===== src/rtl/seven_seg_pkg.sv =====
// rtl/seven_seg_pkg.sv - glyph constants and code-to-glyph decode for the seven-segment scanner
// Segments are active low, bit 6 = a ... bit 0 = g.
package seven_seg_pkg;

  typedef logic [6:0] seg_t;

  localparam seg_t GLYPH_0     = 7'b0000001;
  localparam seg_t GLYPH_1     = 7'b1001111;
  localparam seg_t GLYPH_2     = 7'b0010010;
  localparam seg_t GLYPH_3     = 7'b0000110;
  localparam seg_t GLYPH_4     = 7'b1001100;
  localparam seg_t GLYPH_5     = 7'b0100100;
  localparam seg_t GLYPH_6     = 7'b0100000;
  localparam seg_t GLYPH_7     = 7'b0001111;
  localparam seg_t GLYPH_8     = 7'b0000000;
  localparam seg_t GLYPH_9     = 7'b0000100;
  localparam seg_t GLYPH_A     = 7'b0001000;
  localparam seg_t GLYPH_B     = 7'b1100000;
  localparam seg_t GLYPH_C     = 7'b0110001;
  localparam seg_t GLYPH_D     = 7'b1000010;
  localparam seg_t GLYPH_E     = 7'b0110000;
  localparam seg_t GLYPH_F     = 7'b0111000;
  localparam seg_t GLYPH_BLANK = 7'b1111111;

  function automatic seg_t decode_glyph(input logic [3:0] code, input logic hex_en);
    seg_t g;
    case (code)
      4'h0:    g = GLYPH_0;
      4'h1:    g = GLYPH_1;
      4'h2:    g = GLYPH_2;
      4'h3:    g = GLYPH_3;
      4'h4:    g = GLYPH_4;
      4'h5:    g = GLYPH_5;
      4'h6:    g = GLYPH_6;
      4'h7:    g = GLYPH_7;
      4'h8:    g = GLYPH_8;
      4'h9:    g = GLYPH_9;
      4'hA:    g = GLYPH_A;
      4'hB:    g = GLYPH_B;
      4'hC:    g = GLYPH_C;
      4'hD:    g = GLYPH_D;
      4'hE:    g = GLYPH_E;
      default: g = GLYPH_F;
    endcase
    if (!hex_en && (code > 4'd9)) begin
      g = GLYPH_BLANK;
    end
    return g;
  endfunction

endpackage


===== src/rtl/seven_seg_decode.sv =====
// rtl/seven_seg_decode.sv - combinational digit code to active-low glyph
module seven_seg_decode
  import seven_seg_pkg::*;
(
  input  logic [3:0] code,
  input  logic       hex_en,
  output seg_t       glyph
);

  assign glyph = decode_glyph(code, hex_en);

endmodule


===== src/rtl/seven_seg_scan.sv =====
// rtl/seven_seg_scan.sv - time-multiplexed N-digit common-anode seven-segment driver
// Double-buffered digit banks swap on the frame boundary so a frame is never torn.
module seven_seg_scan
  import seven_seg_pkg::*;
#(
  parameter int NUM_DIGITS   = 4,
  parameter int REFRESH_DIV  = 100000,
  parameter int BLANK_CYCLES = 2,
  parameter bit HEX_EN       = 1'b1
) (
  input  logic                    clk,
  input  logic                    rst_n,
  input  logic [4*NUM_DIGITS-1:0] value_i,
  input  logic [NUM_DIGITS-1:0]   dp_i,
  input  logic [NUM_DIGITS-1:0]   blank_i,
  input  logic                    lzb_en_i,
  input  logic                    load_i,
  output seg_t                    seg_o,
  output logic                    dp_o,
  output logic [NUM_DIGITS-1:0]   an_o,
  output logic                    frame_o
);

  localparam int PW = $clog2(REFRESH_DIV);
  localparam int IW = (NUM_DIGITS > 1) ? $clog2(NUM_DIGITS) : 1;
  localparam int VW = 4 * NUM_DIGITS;
  localparam logic [PW-1:0]         PRESC_LAST = PW'(REFRESH_DIV - 1);
  localparam logic [PW-1:0]         BLANK_END  = PW'(BLANK_CYCLES);
  localparam logic [IW-1:0]         IDX_LAST   = IW'(NUM_DIGITS - 1);
  localparam logic [NUM_DIGITS-1:0] AN_ONE     = NUM_DIGITS'(1);

  logic [1:0] rst_sync;
  logic       rst_int_n;

  logic [PW-1:0] presc;
  logic [IW-1:0] idx;
  logic          frame_now;

  logic [VW-1:0]         pend_val, act_val;
  logic [NUM_DIGITS-1:0] pend_dp, act_dp;
  logic [NUM_DIGITS-1:0] pend_blank, act_blank;

  logic [3:0] cur_code;
  logic       upper_zero;
  logic       digit_blank;
  seg_t       glyph;

  // Assertion propagates straight through the chain; release waits two edges.
  always_ff @(posedge clk or negedge rst_n) begin
    if (!rst_n) begin
      rst_sync <= 2'b00;
    end else begin
      rst_sync <= {rst_sync[0], 1'b1};
    end
  end

  assign rst_int_n = rst_sync[1];

  always_ff @(posedge clk or negedge rst_int_n) begin
    if (!rst_int_n) begin
      presc <= '0;
      idx   <= '0;
    end else if (presc == PRESC_LAST) begin
      presc <= '0;
      idx   <= (idx == IDX_LAST) ? '0 : idx + 1'b1;
    end else begin
      presc <= presc + 1'b1;
    end
  end

  assign frame_now = (idx == IDX_LAST) && (presc == PRESC_LAST);

  // A load landing on the commit cycle bypasses pending so it is not lost for a frame.
  always_ff @(posedge clk or negedge rst_int_n) begin
    if (!rst_int_n) begin
      pend_val   <= '0;
      pend_dp    <= '0;
      pend_blank <= '0;
      act_val    <= '0;
      act_dp     <= '0;
      act_blank  <= '0;
    end else begin
      if (load_i) begin
        pend_val   <= value_i;
        pend_dp    <= dp_i;
        pend_blank <= blank_i;
      end
      if (frame_now) begin
        act_val   <= load_i ? value_i : pend_val;
        act_dp    <= load_i ? dp_i    : pend_dp;
        act_blank <= load_i ? blank_i : pend_blank;
      end
    end
  end

  assign cur_code    = act_val[{idx, 2'b00} +: 4];
  assign upper_zero  = ((act_val >> {idx, 2'b00}) == '0);
  assign digit_blank = act_blank[idx] || (lzb_en_i && (idx != '0) && upper_zero);

  seven_seg_decode u_decode (
    .code   (cur_code),
    .hex_en (HEX_EN),
    .glyph  (glyph)
  );

  always_ff @(posedge clk or negedge rst_int_n) begin
    if (!rst_int_n) begin
      an_o    <= '1;
      seg_o   <= GLYPH_BLANK;
      dp_o    <= 1'b1;
      frame_o <= 1'b0;
    end else begin
      frame_o <= frame_now;
      if (presc < BLANK_END) begin
        an_o  <= '1;
        seg_o <= GLYPH_BLANK;
        dp_o  <= 1'b1;
      end else begin
        an_o  <= ~(AN_ONE << idx);
        seg_o <= digit_blank ? GLYPH_BLANK : glyph;
        dp_o  <= digit_blank | ~act_dp[idx];
      end
    end
  end

endmodule


===== config.mk =====
export PLATFORM = sky130hd
export DESIGN_NAME = seven_seg_scan
export DESIGN_NICKNAME = d
export VERILOG_FILES = /design/src/rtl/seven_seg_pkg.sv /design/src/rtl/seven_seg_decode.sv /design/src/rtl/seven_seg_scan.sv
export SDC_FILE = /design/constraint.sdc
export NUM_CORES = 1
export LEC_CHECK = 0
export ABC_AREA = 1
export CAP_MARGIN = 20
export CELL_PAD_IN_SITES_DETAIL_PLACEMENT = 0
export CELL_PAD_IN_SITES_GLOBAL_PLACEMENT = 1
export CORE_MARGIN = 2
export CORE_UTILIZATION = 30
export CTS_CLUSTER_SIZE = 8
export DETAILED_ROUTE_END_ITERATION = 12
export PLACE_DENSITY_LB_ADDON = 0.1
export SLEW_MARGIN = 20
export SYNTH_ARGS = -nofsm -noshare
export SYNTH_HDL_FRONTEND = slang
export SYNTH_HIERARCHICAL = 1
export SYNTH_SLANG_ARGS = --single-unit

===== constraint.sdc =====
create_clock -name clk -period 3.5 [get_ports clk]
set_clock_uncertainty 0.15 [all_clocks]
set_input_delay 0.7 -clock clk [delete_from_list [all_inputs] [get_ports clk]]
set_output_delay 0.7 -clock clk [all_outputs]
set_load 0.03 [all_outputs]

==> results of run 1 <==
flip-flops by register name (all words and copies together), names as in the netlist:
| signal | flops |
|---|---|
| pend_val | 16 |
| an_o | 4 |
| dp_o | 1 |
| rst_sync | 2 |
| frame_o | 1 |
| act_blank | 4 |
| pend_blank | 4 |
| act_val | 16 |
| pend_dp | 4 |
| seg_o | 7 |
| act_dp | 4 |
| presc | 17 |
| idx | 2 |
layout by cell type, fill, tap and decap left out, types with 2 or more instances in the layout:
cell | Yosys | layout
a21oi_1 | 4 | 4
buf_4 | 0 | 3
bufinv_16 | 0 | 2
clkbuf_16 | 0 | 9
clkdlybuf4s50_1 | 0 | 40
clkinv_2 | 0 | 2
conb_1 | 1 | 2
dfrtp_1 | 70 | 69
dfstp_2 | 12 | 12
ha_1 | 12 | 12
inv_1 | 38 | 38
inv_2 | 3 | 3
inv_6 | 2 | 2
nand2_1 | 215 | 215
nand2_2 | 20 | 20
nand2_4 | 2 | 2
nand3_1 | 40 | 40
nand3_2 | 3 | 3
nand4_1 | 6 | 6
nor2_1 | 48 | 48
nor2_2 | 2 | 2
nor2_4 | 3 | 3
nor3_1 | 6 | 6
o21ai_0 | 10 | 10
xor2_1 | 8 | 8
cells in the mapped netlist (all sizes together), types with 7 or more instances:
master	n
xor2	8
ha	12
nor2	53
dfrtp	70
nand2	237
buf	11
inv	44
o21ai	10
nor3	8
nand4	7
dfstp	12
nand3	44
worst min-delay path by stage:
stage / startpoint / slack [ns] / endpoint / cells past startpoint
floorplan: rst_sync[0] / 0.18 / rst_sync[1] / 0
global placement: rst_sync[0] / 0.19 / rst_sync[1] / 0
detailed placement: rst_sync[0] / 0.20 / rst_sync[1] / 0
CTS: rst_sync[0] / 0.21 / rst_sync[1] / 0
global route: rst_sync[1] / 0.17 / presc[15] / 0
finish: rst_sync[1] / 0.13 / presc[8] / 0
through the flow:
step	total power (uW)	area [um^2]	hold WS (ns)
after global placement	1090	4750	0.187
after floorplan	1050	4220	0.181
after global routing	2180	5100	0.169
after CTS	2130	5070	0.213
after detailed placement	1090	4750	0.199
final	2090	5100	0.125
worst reg2reg max path, stage by stage, from the launching register on:
cell and delay [ns]:
dfrtp_1 0.71, inv_2 0.29, nand2_1 0.13, nand3_1 0.07, nand2_1 0.21, inv_1 0.16, ha_1 0.34, inv_1 0.04
nand2_1 0.05, nand2_1 0.05, nand2_1 0.07, nand3_2 0.05, nor2_1 0.11, nand3_1 0.08
power by group through the flow:
stage | registers [uW] | logic, uW | clock network (uW)
final | 988 | 90.3 | 1010
after global routing | 992 | 103 | 1090
after CTS | 1000 | 78.0 | 1060
after detailed placement | 1020 | 78.3 | 0
after global placement | 1020 | 76.5 | 0
after floorplan | 1010 | 37.2 | 0
area by class of cell:
cell class              count  area [um^2]  area share [%]
clock buffers              11          243            4.76
clock inverters             5         77.6            1.52
inverters                  44          178            3.48
multi-input cells         387         1860            36.4
flip-flops and latches     82         2070            40.6
well taps                 180          225            4.41
repair buffers             44          450            8.83
cell families (layout without fill, tap and decap cells):
family	after synthesis	count (layout)	synth area share, %
AOI/OAI and AO/OA	15	15	1.87
xor gates and xnor gates	8	8	1.66
adders and majority gates	12	12	3.56
buffers and inverters	59	104	7.03
DFF	82	82	49.0
other	1	2	0.0889
and+or+nand+nor	350	350	36.8
routing by layer:
layer / vias to the layer above / global-route usage [%] / part of all wire [%]
li1: 1708 / - / -
met1: 1523 / 19.2 / 47
met2: 58 / 22.6 / 47
met3: 16 / 2.79 / 3.6
met4: 0 / 6.97 / 2.4
met5: - / 0 / 0
==> flow_metrics.env, run 1 <==
export IMPL_antenna_found_initial=0
export IMPL_critPathMaxFanout=18
export IMPL_fillers=1490
export IMPL_initial_core_util_pct=30.5
export IMPL_end_kind="register"
export IMPL_hold_viol=0
export IMPL_synth_edf_count=0
export IMPL_rr_worst_depth=13
export IMPL_p_comb_share_pct=4.3
export IMPL_power_frac_clock_pct=48.5
export IMPL_synth_ff_type="dfrtp_1"
export IMPL_clk_insertion_delay_late_ns=0.34
export IMPL_grt_pass1_wl_mm=16.6
export IMPL_setup_viol=0
export IMPL_die_width_um=123
export IMPL_outcome="complete, no violations"
export IMPL_post_cts_buffers=0
export IMPL_ctsHtreeMaxLevel=3
export IMPL_gp_routability_congestion=0.808
export IMPL_crit_cells=13
export IMPL_portBuffers=40
export IMPL_netlist_instances=527
export IMPL_cts_made_buffers=9
export IMPL_dp_hpwl_mm=6.86
export IMPL_ir_worst_vdd_mv=0.178
export IMPL_drv_cap=0
export IMPL_cts_sinks=82
export IMPL_drive_gt1_share_pct=12.6
export IMPL_critPathTopFamily="simple AND/OR/NAND/NOR gates"
export IMPL_cpMostUsedCell="nand2_1"
export IMPL_slowest_delay_ns=0.71
export IMPL_power_switching_uw=435
export IMPL_slew_headroom_pct=45.8
export IMPL_die_y_um=123
export IMPL_ant_nets=0
export IMPL_cts_tree="yes"
export IMPL_grt_max_degree=81
export IMPL_drt_total_wl_mm=9.70
export IMPL_async_flop_share_pct=100
export IMPL_fin_ws_ns=0.892
export IMPL_p_int_uw=1660
export IMPL_cp_num_buf_inv=3
export IMPL_grt_pass1_vias=3313
export IMPL_rows=43
export IMPL_crit_type="reg -> reg"
export IMPL_cp_slowest_cell="dfrtp_1"
export IMPL_clk_pin_slew_ns=0.06
export IMPL_area_growth_pct=21.0
export IMPL_swShare_pct=20.8
export IMPL_ctsResizeCount=0
export IMPL_core_area_um2=13800
export IMPL_synth_area_top_cells="dfrtp_1, nand2_1, dfstp_2, nand3_1, nor2_1"
export IMPL_period_minus_slack_ns=2.61
export IMPL_ff2ff_setup_slack_ns=0.89
export IMPL_worst_hold_path_type="reg -> async"
export IMPL_final_util_pct=36.9
export IMPL_crit_required_ns=3.60
export IMPL_power_density_nw_per_um2=410
export IMPL_path_cells="inv_2 -> nand2_1 -> nand3_1 -> nand2_1 -> inv_1 -> ha_1 -> inv_1 -> nand2_1 -> nand2_1 -> nand2_1 -> nand3_2 -> nor2_1 -> nand3_1"
export IMPL_worstMarginPinSlew_ns=0.812
export IMPL_track_usage_pct=14.4
export IMPL_ys_warn_count=6
export IMPL_drt_initial_drc_count=192
export IMPL_place_inst=736
export IMPL_die_area_um2=15000
export IMPL_period_share_pct=74.5
export IMPL_dp_slack_ns=0.885
export IMPL_ys_ff_latch=82
export IMPL_root_buffer="clkbuf_16"
export IMPL_yosys_area_top_type_share_pct=41.5
export IMPL_cp_endpoint="seg_o[3]"
export IMPL_vias_per_cell=4.39
export IMPL_r2r_start="idx[0]"
export IMPL_worstPathArrival_ns=2.70
export IMPL_syn_area_per_cell_um2=8.00
export IMPL_startpoint="idx[0]"
export IMPL_first_pass_iters=4
export IMPL_tns_ns=0
export IMPL_rsz0062_at_grt="false"
export IMPL_io_pins=41
export IMPL_cts_hold_fix_buffers=0
export IMPL_fmax_mhz=384
export IMPL_synth_top_cell_by_area="dfrtp_1"
export IMPL_vias=3305
export IMPL_r2r_end="seg_o[3]"
export IMPL_worst_setup_path_start_kind="register"
export IMPL_syn_area_um2=4220
export IMPL_wl_per_cell_um=12.9
export IMPL_seq_power_share_pct=47.2
export IMPL_num_antenna_cells=0
export IMPL_p_leak_uw=0.00264
export IMPL_drcViolationCount=0
export IMPL_synthDistinctLibCells=31
export IMPL_yosysSeqAreaShare_pct=49.0
export IMPL_drv_slew=0
export IMPL_final_cells=753
export IMPL_cts_buffer_depth=2
export IMPL_grt_overflow_total=0
export IMPL_nNetsFinal=608
No activity file was read; power rests on OpenSTA's default activity.
==> run 2, diff against run 1 <==
- clock period: 3.5 -> 2.1 ns (I/O delays scaled with it)
==> run 2 against run 1 <==
Worst setup slack worse by 0.73 ns. Clock power is 51% higher. Core utilization is 0.29 points higher. Non-clock buffer count increased by 7. Maximum frequency rose by 35%. Largest power group is now sequential cells. Critical path depth stayed put. Die area unchanged. Worst hold slack lost 0.036 ns. First-iteration DRC count decreased by 0.52%. Critical path type unchanged. Cell area is 0.78% higher. Sequential cell count is the same. Routed wire length is 4.8% lower.
==> flow_metrics.env, run 2 (synthesized netlist as in run 1, its figures left out) <==
export IMPL_worst_setup_path_start_kind="register"
export IMPL_final_util_pct=37.2
export IMPL_largest_register_ffs=17
export IMPL_die_area_um2=15000
export IMPL_die_width_um=123
export IMPL_rsz0062_at_grt="false"
export IMPL_root_buffer="clkbuf_16"
export IMPL_finish_instance_area_um2=5140
export IMPL_wl_per_cell_um=12.2
export IMPL_cts_made_buffers=9
export IMPL_layout_common_cells="nand2_1, dfrtp_1, nor2_1, nand3_1, inv_1"
export IMPL_critPathMaxFanout=12
export IMPL_io_pins=41
export IMPL_slew_headroom_pct=48.5
export IMPL_crit_required_ns=2.19
export IMPL_slowest_delay_ns=0.46
export IMPL_antenna_found_initial=0
export IMPL_worstMarginPinSlew_ns=0.771
export IMPL_p_leak_uw=0.00273
export IMPL_worstPathArrival_ns=2.03
export IMPL_layout_commonest_cell="nand2_1"
export IMPL_portBuffers=40
export IMPL_first_pass_iters=4
export IMPL_cts_buffer_depth=2
export IMPL_drcViolationCount=0
export IMPL_crit_type="reg -> reg"
export IMPL_grt_max_degree=51
export IMPL_period_minus_slack_ns=1.94
export IMPL_worst_hold_path_type="in -> async"
export IMPL_clk_insertion_delay_late_ns=0.34
export IMPL_outcome="complete, no violations"
export IMPL_nNetsFinal=615
export IMPL_drv_cap=0
export IMPL_num_antenna_cells=0
export IMPL_gp_routability_congestion=0.840
export IMPL_top_register="presc"
export IMPL_grt_pass1_vias=3299
export IMPL_initial_core_util_pct=30.5
export IMPL_rows=43
export IMPL_area_growth_pct=21.9
export IMPL_tns_ns=0
export IMPL_drt_total_wl_mm=9.24
export IMPL_ir_worst_vdd_mv=0.413
export IMPL_vias_per_cell=4.28
export IMPL_vias=3243
export IMPL_path_cells="buf_8 -> nand2_1 -> nand2_1 -> nor2_1 -> a21oi_1 -> buf_4 -> inv_6 -> nand2_1 -> nand2_1 -> nand2_1 -> nand3_2 -> nor2_2 -> nand3_1"
export IMPL_finalPower_uw=3320
export IMPL_ctsHtreeMaxLevel=3
export IMPL_hold_viol=0
export IMPL_ant_nets=0
export IMPL_clk_pin_slew_ns=0.06
export IMPL_fmax_mhz=516
export IMPL_track_usage_pct=14.0
export IMPL_cts_tree="yes"
export IMPL_setup_viol=0
export IMPL_grt_overflow_total=0
export IMPL_dp_slack_ns=0.0373
export IMPL_core_area_um2=13800
export IMPL_post_cts_buffers=0
export IMPL_drv_slew=0
export IMPL_drive_gt1_share_pct=14.4
export IMPL_cts_sinks=82
export IMPL_fin_ws_ns=0.163
export IMPL_period_share_pct=92.3
export IMPL_end_kind="register"
export IMPL_cpMostUsedCell="nand2_1"
export IMPL_reg_largest_list="presc x17, act_val x16, pend_val x16"
export IMPL_placed_area_um2=4830
export IMPL_die_y_um=123
export IMPL_drt_initial_drc_count=191
export IMPL_dp_hpwl_mm=6.90
export IMPL_grt_pass1_wl_mm=16.2
export IMPL_cp_slowest_cell="dfrtp_2"
export IMPL_power_density_nw_per_um2=646
export IMPL_ff2ff_setup_slack_ns=0.16
## run 2: cell types whose count changed in the layout (fill, tap and decap cells not counted), moves of 2 or more
cell	change
dfrtp_2	+2
buf_4	+6
dfrtp_1	-2
dlymetal6s2s_1	+7
dlygate4sd2_1	+5
clkdlybuf4s50_1	-12
inv_2	+2
clkinv_2	-2
inv_1	-3
## run 2: layout make-up
type / count / area [um^2]
repair buffers: 51 / 514
inverters: 44 / 183
clock buffers: 11 / 243
flip-flops and latches: 82 / 2070
clock inverters: 3 / 41.3
fillers: 1441 / 8680
well taps: 180 / 225
multi-input cells: 387 / 1860
## run 2: path summary, 6_finish.rpt
path,to,start,cells after the start
max,seg_o[3],idx[0],13
min,rst_sync[0],rst_n,1
max reg2reg,seg_o[3],idx[0],13
min reg2reg,presc[16],rst_sync[1],0
max in group asynchronous,idx[0],rst_sync[1],1
min in group clk,rst_sync[1],rst_sync[0],0
## run 2: metrics by stage
stage               instances  hold slack, ns
floorplan                 528         -0.0256
global placement          744           0.135
detailed placement        744           0.134
CTS                       758          0.0707
global route              758          0.0725
finish                    758          0.0891
## run 2: repair_timing
action / in CTS / in global routing
hold endpoints to repair: 0 / 0
endpoints found under the setup margin: 5 / 14
gates resized for setup: 5 / 18
hold buffers: 0 / 0
## run 2: report_power, final
part | switching (uW) | internal [uW]
Sequential | 21.8 | 1620
Clock | 595 | 935
Combinational | 79.1 | 67.5
## run 2: critical path, delay by kind of cell, from the launching register on
| family | cells | cell delay [ns] |
|---|---|---|
| flip-flops | 1 | 0.46 |
| AND/OR/NAND/NOR | 9 | 0.65 |
| buffers and inverters | 3 | 0.45 |
| AO/OA/AOI/OAI | 1 | 0.12 |
## run 2: per-layer routing
| metal | vias up | routed length, um | GRT usage (%) |
|---|---|---|---|
| met5 | - | 0 | 0 |
| met4 | 0 | 207 | 5.60 |
| met3 | 16 | 314 | 3.86 |
| met2 | 43 | 4290 | 22.0 |
| met1 | 1462 | 4420 | 18.2 |
| li1 | 1722 | - | - |
